### src/rtl/uart_receiver.sv
// UART receive path: 2-flop synchronizer, start/data/parity/stop FSM driven by an
// external oversampling tick, and a valid/ready output stage with sticky overrun.
`timescale 1ns/1ps
module uart_receiver #(
    parameter int unsigned OVERSAMPLE = 16
) (
    input  logic       clk,
    input  logic       nrst,
    input  logic       sample_tick,
    input  logic       rx,
    input  logic       parity_en,
    input  logic       parity_odd,
    input  logic       rx_ready,
    output logic [7:0] rx_data,
    output logic       rx_valid,
    output logic       parity_err,
    output logic       frame_err,
    output logic       overrun,
    output logic       busy
);

    localparam int unsigned TW = $clog2(OVERSAMPLE);
    localparam logic [TW-1:0] MID_START = TW'(OVERSAMPLE / 2 - 1);
    localparam logic [TW-1:0] MID_BIT   = TW'(OVERSAMPLE - 1);
    localparam logic [TW-1:0] TICK_ONE  = TW'(1);

    typedef enum logic [2:0] {
        IDLE,
        START,
        DATA,
        PARITY,
        STOP
    } state_t;

    state_t        state, state_n;
    logic [TW-1:0] tick_cnt, tick_n;
    logic [2:0]    bit_cnt, bit_n;
    logic [7:0]    shreg, shreg_n;
    logic          pen_q, pen_n;
    logic          podd_q, podd_n;
    logic          perr_q, perr_n;
    logic          ferr_n;
    logic          deliver;
    logic          accept;

    logic rx_meta, rx_s, rx_s_prev;

    // Synchronizer and edge-detect history idle high so reset never looks like a start edge
    always_ff @(posedge clk or negedge nrst) begin
        if (!nrst) begin
            rx_meta   <= 1'b1;
            rx_s      <= 1'b1;
            rx_s_prev <= 1'b1;
        end else begin
            rx_meta   <= rx;
            rx_s      <= rx_meta;
            rx_s_prev <= rx_s;
        end
    end

    always_ff @(posedge clk or negedge nrst) begin
        if (!nrst) begin
            state    <= IDLE;
            tick_cnt <= '0;
            bit_cnt  <= '0;
            shreg    <= '0;
            pen_q    <= 1'b0;
            podd_q   <= 1'b0;
            perr_q   <= 1'b0;
        end else begin
            state    <= state_n;
            tick_cnt <= tick_n;
            bit_cnt  <= bit_n;
            shreg    <= shreg_n;
            pen_q    <= pen_n;
            podd_q   <= podd_n;
            perr_q   <= perr_n;
        end
    end

    always_comb begin
        state_n = state;
        tick_n  = tick_cnt;
        bit_n   = bit_cnt;
        shreg_n = shreg;
        pen_n   = pen_q;
        podd_n  = podd_q;
        perr_n  = perr_q;
        ferr_n  = 1'b0;
        deliver = 1'b0;
        unique case (state)
            IDLE: begin
                if (rx_s_prev && !rx_s) begin
                    state_n = START;
                    tick_n  = '0;
                    pen_n   = parity_en;
                    podd_n  = parity_odd;
                    perr_n  = 1'b0;
                end
            end
            START: begin
                if (sample_tick) begin
                    if (tick_cnt == MID_START) begin
                        if (!rx_s) begin
                            state_n = DATA;
                            tick_n  = '0;
                            bit_n   = '0;
                        end else begin
                            state_n = IDLE;
                        end
                    end else begin
                        tick_n = tick_cnt + TICK_ONE;
                    end
                end
            end
            DATA: begin
                if (sample_tick) begin
                    if (tick_cnt == MID_BIT) begin
                        shreg_n = {rx_s, shreg[7:1]};
                        tick_n  = '0;
                        bit_n   = bit_cnt + 3'd1;
                        if (bit_cnt == 3'd7) begin
                            state_n = pen_q ? PARITY : STOP;
                        end
                    end else begin
                        tick_n = tick_cnt + TICK_ONE;
                    end
                end
            end
            PARITY: begin
                if (sample_tick) begin
                    if (tick_cnt == MID_BIT) begin
                        // expected bit is ^shreg, inverted for odd parity
                        perr_n  = rx_s ^ (^shreg) ^ podd_q;
                        tick_n  = '0;
                        state_n = STOP;
                    end else begin
                        tick_n = tick_cnt + TICK_ONE;
                    end
                end
            end
            STOP: begin
                if (sample_tick) begin
                    if (tick_cnt == MID_BIT) begin
                        ferr_n  = ~rx_s;
                        deliver = 1'b1;
                        tick_n  = '0;
                        state_n = IDLE;
                    end else begin
                        tick_n = tick_cnt + TICK_ONE;
                    end
                end
            end
            default: state_n = IDLE;
        endcase
    end

    assign accept = rx_valid & rx_ready;
    assign busy   = (state != IDLE);

    always_ff @(posedge clk or negedge nrst) begin
        if (!nrst) begin
            rx_data    <= '0;
            rx_valid   <= 1'b0;
            parity_err <= 1'b0;
            frame_err  <= 1'b0;
            overrun    <= 1'b0;
        end else if (deliver && (!rx_valid || rx_ready)) begin
            rx_data    <= shreg;
            parity_err <= perr_q;
            frame_err  <= ferr_n;
            rx_valid   <= 1'b1;
            // An accept in the same cycle consumes the old byte and its overrun
            if (accept) begin
                overrun <= 1'b0;
            end
        end else if (deliver) begin
            overrun <= 1'b1;
        end else if (accept) begin
            rx_valid <= 1'b0;
            overrun  <= 1'b0;
        end
    end

endmodule

### config.mk
export PLATFORM = sky130hd
export DESIGN_NAME = uart_receiver
export DESIGN_NICKNAME = d
export VERILOG_FILES = /design/src/rtl/uart_receiver.sv
export SDC_FILE = /design/constraint.sdc
export NUM_CORES = 1
export LEC_CHECK = 0
export ABC_CLOCK_PERIOD_IN_PS = 2000
export BUFFER_PORTS_ARGS = -buffer_cell sky130_fd_sc_hd__buf_2
export CELL_PAD_IN_SITES_DETAIL_PLACEMENT = 0
export CELL_PAD_IN_SITES_GLOBAL_PLACEMENT = 2
export CORE_UTILIZATION = 30
export CTS_BUF_LIST = sky130_fd_sc_hd__clkbuf_8 sky130_fd_sc_hd__clkbuf_16
export DETAILED_ROUTE_END_ITERATION = 10
export GPL_TIMING_DRIVEN = 0
export PLACE_DENSITY_LB_ADDON = 0.1
export SLEW_MARGIN = 30
export SYNTH_ARGS = -nofsm -noshare
export SYNTH_HDL_FRONTEND = slang
export SYNTH_SLANG_ARGS = --single-unit
### constraint.sdc
create_clock -name clk -period 2 [get_ports clk]
set_clock_uncertainty 0.2 [all_clocks]
set_input_delay 0.2 -clock clk [delete_from_list [all_inputs] [get_ports clk]]
set_output_delay 0.2 -clock clk [all_outputs]
set_load 0.1 [all_outputs]
==> results.ini <==
[status]
status=finished with violations
violations=setup timing

[global_route]
overflow=0
grt_pass1_vias=1217
grt_max_degree=37
antenna_found_initial=0
grt_pass1_wl_mm=5.86
grt_usage=0.127

[job]
drv_cap=0

[clocking]
cts_tree=done
clock_path_buffers=2
cts_sinks=36
insertion_delay_ns=0.28
h-tree-depth=2
cts_buffers=5
clkTransAtPathRegs_ns=0.07
root_buffer=clkbuf_8

[sta]
post-route-period-util=1.02
finalSetupViolations=11
period_needed_ns=2.04
fin_ws_ns=-0.0384
hold_viol_final=0
rsz0062_at_grt=yes
worstMarginPinSlew_ns=0.823
slew_headroom=0.451
slew_viol_final=0
max_freq_mhz=491

[synthesis]
avgSynthCellArea_um2=12.1
synth.most_common_cell=dfrtp_1
ys.flop_type=dfrtp_1
yosysWarnings=0
syn-num-nets=151
yosys.area.top_type=dfrtp_1
synthesis.area_um2=1710
synth_top_area_share=0.482
synthCells=141
synth_common_cells=dfrtp_1 (33), mux2_2 (11), xnor2_1 (11), mux2_1 (9)
ys_seq_area_frac=0.529
async_reset_ff_frac=1.00
ys_types=41
synth_enable_flop_cells=0
synth_area_leaders=dfrtp_1 (48%), mux2_2 (7.2%), mux2_1 (5.9%), xnor2_1 (5.6%), dfstp_2 (4.6%)
ys_seq_elements=36

[place]
numPortBuffers=19
dp.final_hpwl_mm=2.33
post_dp_cell_area_um2=1900
place_ws_ns=-0.283
place_congestion=0.732

[floorplanning]
ioPinCount=20
core-area_um2=5510
dieWidth_um=77.5
dieArea_um2=6010
placementRows=27
start_util=0.311
die_h_um=77.5

[critical_path]
crit_chain=or4b_4 -> a21oi_2 -> a31oi_2 -> a31oi_4 -> mux2_4
cp.arrival_ns=2.00
cpPeakStageDelay_ns=0.51
slowest_stage=dfstp_2
end_kind=flop
crit_fanout=3
regToRegSetupSlack_ns=-0.04
worstRegToRegCells=5
crit_type=reg -> reg
reg2reg_from=rx_s_prev
critPathRequiredTime_ns=1.97
rr_endpoint=tick_cnt[0]
cp-start-kind=flop

[power_and_ir_drop]
peakVddDrop_mv=0.466
cellPowerDensity_nw_per_um2=1020
total_power_mw=2.22
leakage_nw=1.04

[detailed_routing]
wirelength_mm=3.38
wl_per_cell_um=13.4
dr.pass1.iters=3
detail-route-antenna-nets=0
drtIter0Drc=58
drc_errors=0
routed-via-count=1165
vias_per_cell=4.60

[hold_path]
worst_hold_path_type=reg -> reg
worstHoldStart=rx_meta
min_path_cells=0
holdPathEnd=rx_s

[layout]
nets=190
fin_area_um2=2180
antenna_cells=0
drive_gt1_frac=0.354
synthToLayoutAreaGrowth_pct=27.3
postLayoutCoreUtil=0.396

## report_power, final
part           switching, mW  total (mW)  internal (mW)  leakage [nW]
Combinational          0.373       0.701          0.327         0.512
Clock                  0.251       0.615          0.365        0.0593
Sequential            0.0792       0.901          0.822         0.469
## critical path, delay by kind of cell (launching register included)
family	cells	cell delay (ns)
flip-flops	1	0.51
AO/OA/AOI/OAI	3	0.43
AND/OR/NAND/NOR	1	0.48
multiplexers	1	0.31
## per-layer routing
layer	part of all wire	routed length, um	track usage
met1	0.47	1590	0.153
met2	0.48	1640	0.212
met3	0.028	95	0.0365
met4	0.016	55	0.0509
met5	0	0	0
## stage by stage
step                      TNS, ns  hold slack (ns)  std cells
final                      -0.166            0.162        253
after global routing        -1.22            0.167        253
after CTS                 -0.0953            0.165        250
after detailed placement    -4.27            0.106        232
after global placement      -4.40            0.106        232
after floorplan                 0           -0.296        141
## worst max-delay path by stage
stage | startpoint | endpoint
final | rx_s_prev | tick_cnt[0]
after global routing | state[1] | rx_data[3]
after CTS | rx_s_prev | tick_cnt[0]
after detailed placement | tick_cnt[0] | shreg[0]
after global placement | tick_cnt[0] | shreg[4]
after floorplan | rx_s_prev | tick_cnt[0]
## sequential cells by signal (all words and copies together) (netlist names)
register,cells
shreg,8
state,3
podd_q,1
rx_data,8
rx_valid,1
rx_meta,1
rx_s,1
frame_err,1
parity_err,1
bit_cnt,3
rx_s_prev,1
overrun,1
tick_cnt,4
perr_q,1
pen_q,1
## cells in the final DEF, fill, tap and decap left out, types with 2 or more instances in the layout
cell,instances
xnor2_1,11
nor3_1,2
a21o_1,2
clkbuf_8,5
nand3b_1,2
nand2b_1,2
o21ai_0,4
mux2_1,9
mux2_2,11
dfstp_2,3
dfrtp_1,32
nand2_1,8
nor2_1,8
inv_1,7
dlygate4sd3_1,5
ha_1,2
mux2i_1,2
a22o_1,2
buf_2,19
buf_4,7
buf_6,2
nand3_1,2
nor2b_1,2
a21oi_1,3
## what timing repair did
action / in CTS / in global routing
endpoints found under the setup margin: 22 / 27
hold buffers: 5 / 0
cloned: 0 / 0
resized for setup: 10 / 4
setup buffers: 5 / 3
hold endpoints to repair: 37 / 0
## layout make-up
class	instances	area [um^2]
inverters	6	22.5
flip-flops and latches	36	906
well taps	72	90.1
clock inverters	3	38.8
fillers	541	3330
clock buffers	5	68.8
plain buffers	5	32.5
multi-input cells	94	796
repair buffers	32	224
## logic make-up (layout without fill, tap and decap cells)
family | count (synthesis) | count (layout) | synth area share
mux | 23 | 23 | 0.152
flops | 36 | 36 | 0.529
xor+xnor | 11 | 11 | 0.0563
fa+ha+maj | 3 | 3 | 0.0219
compound gates | 23 | 23 | 0.109
buf+inv | 11 | 51 | 0.0263
simple gates | 34 | 34 | 0.106
Power figures use the tool's default switching activity.
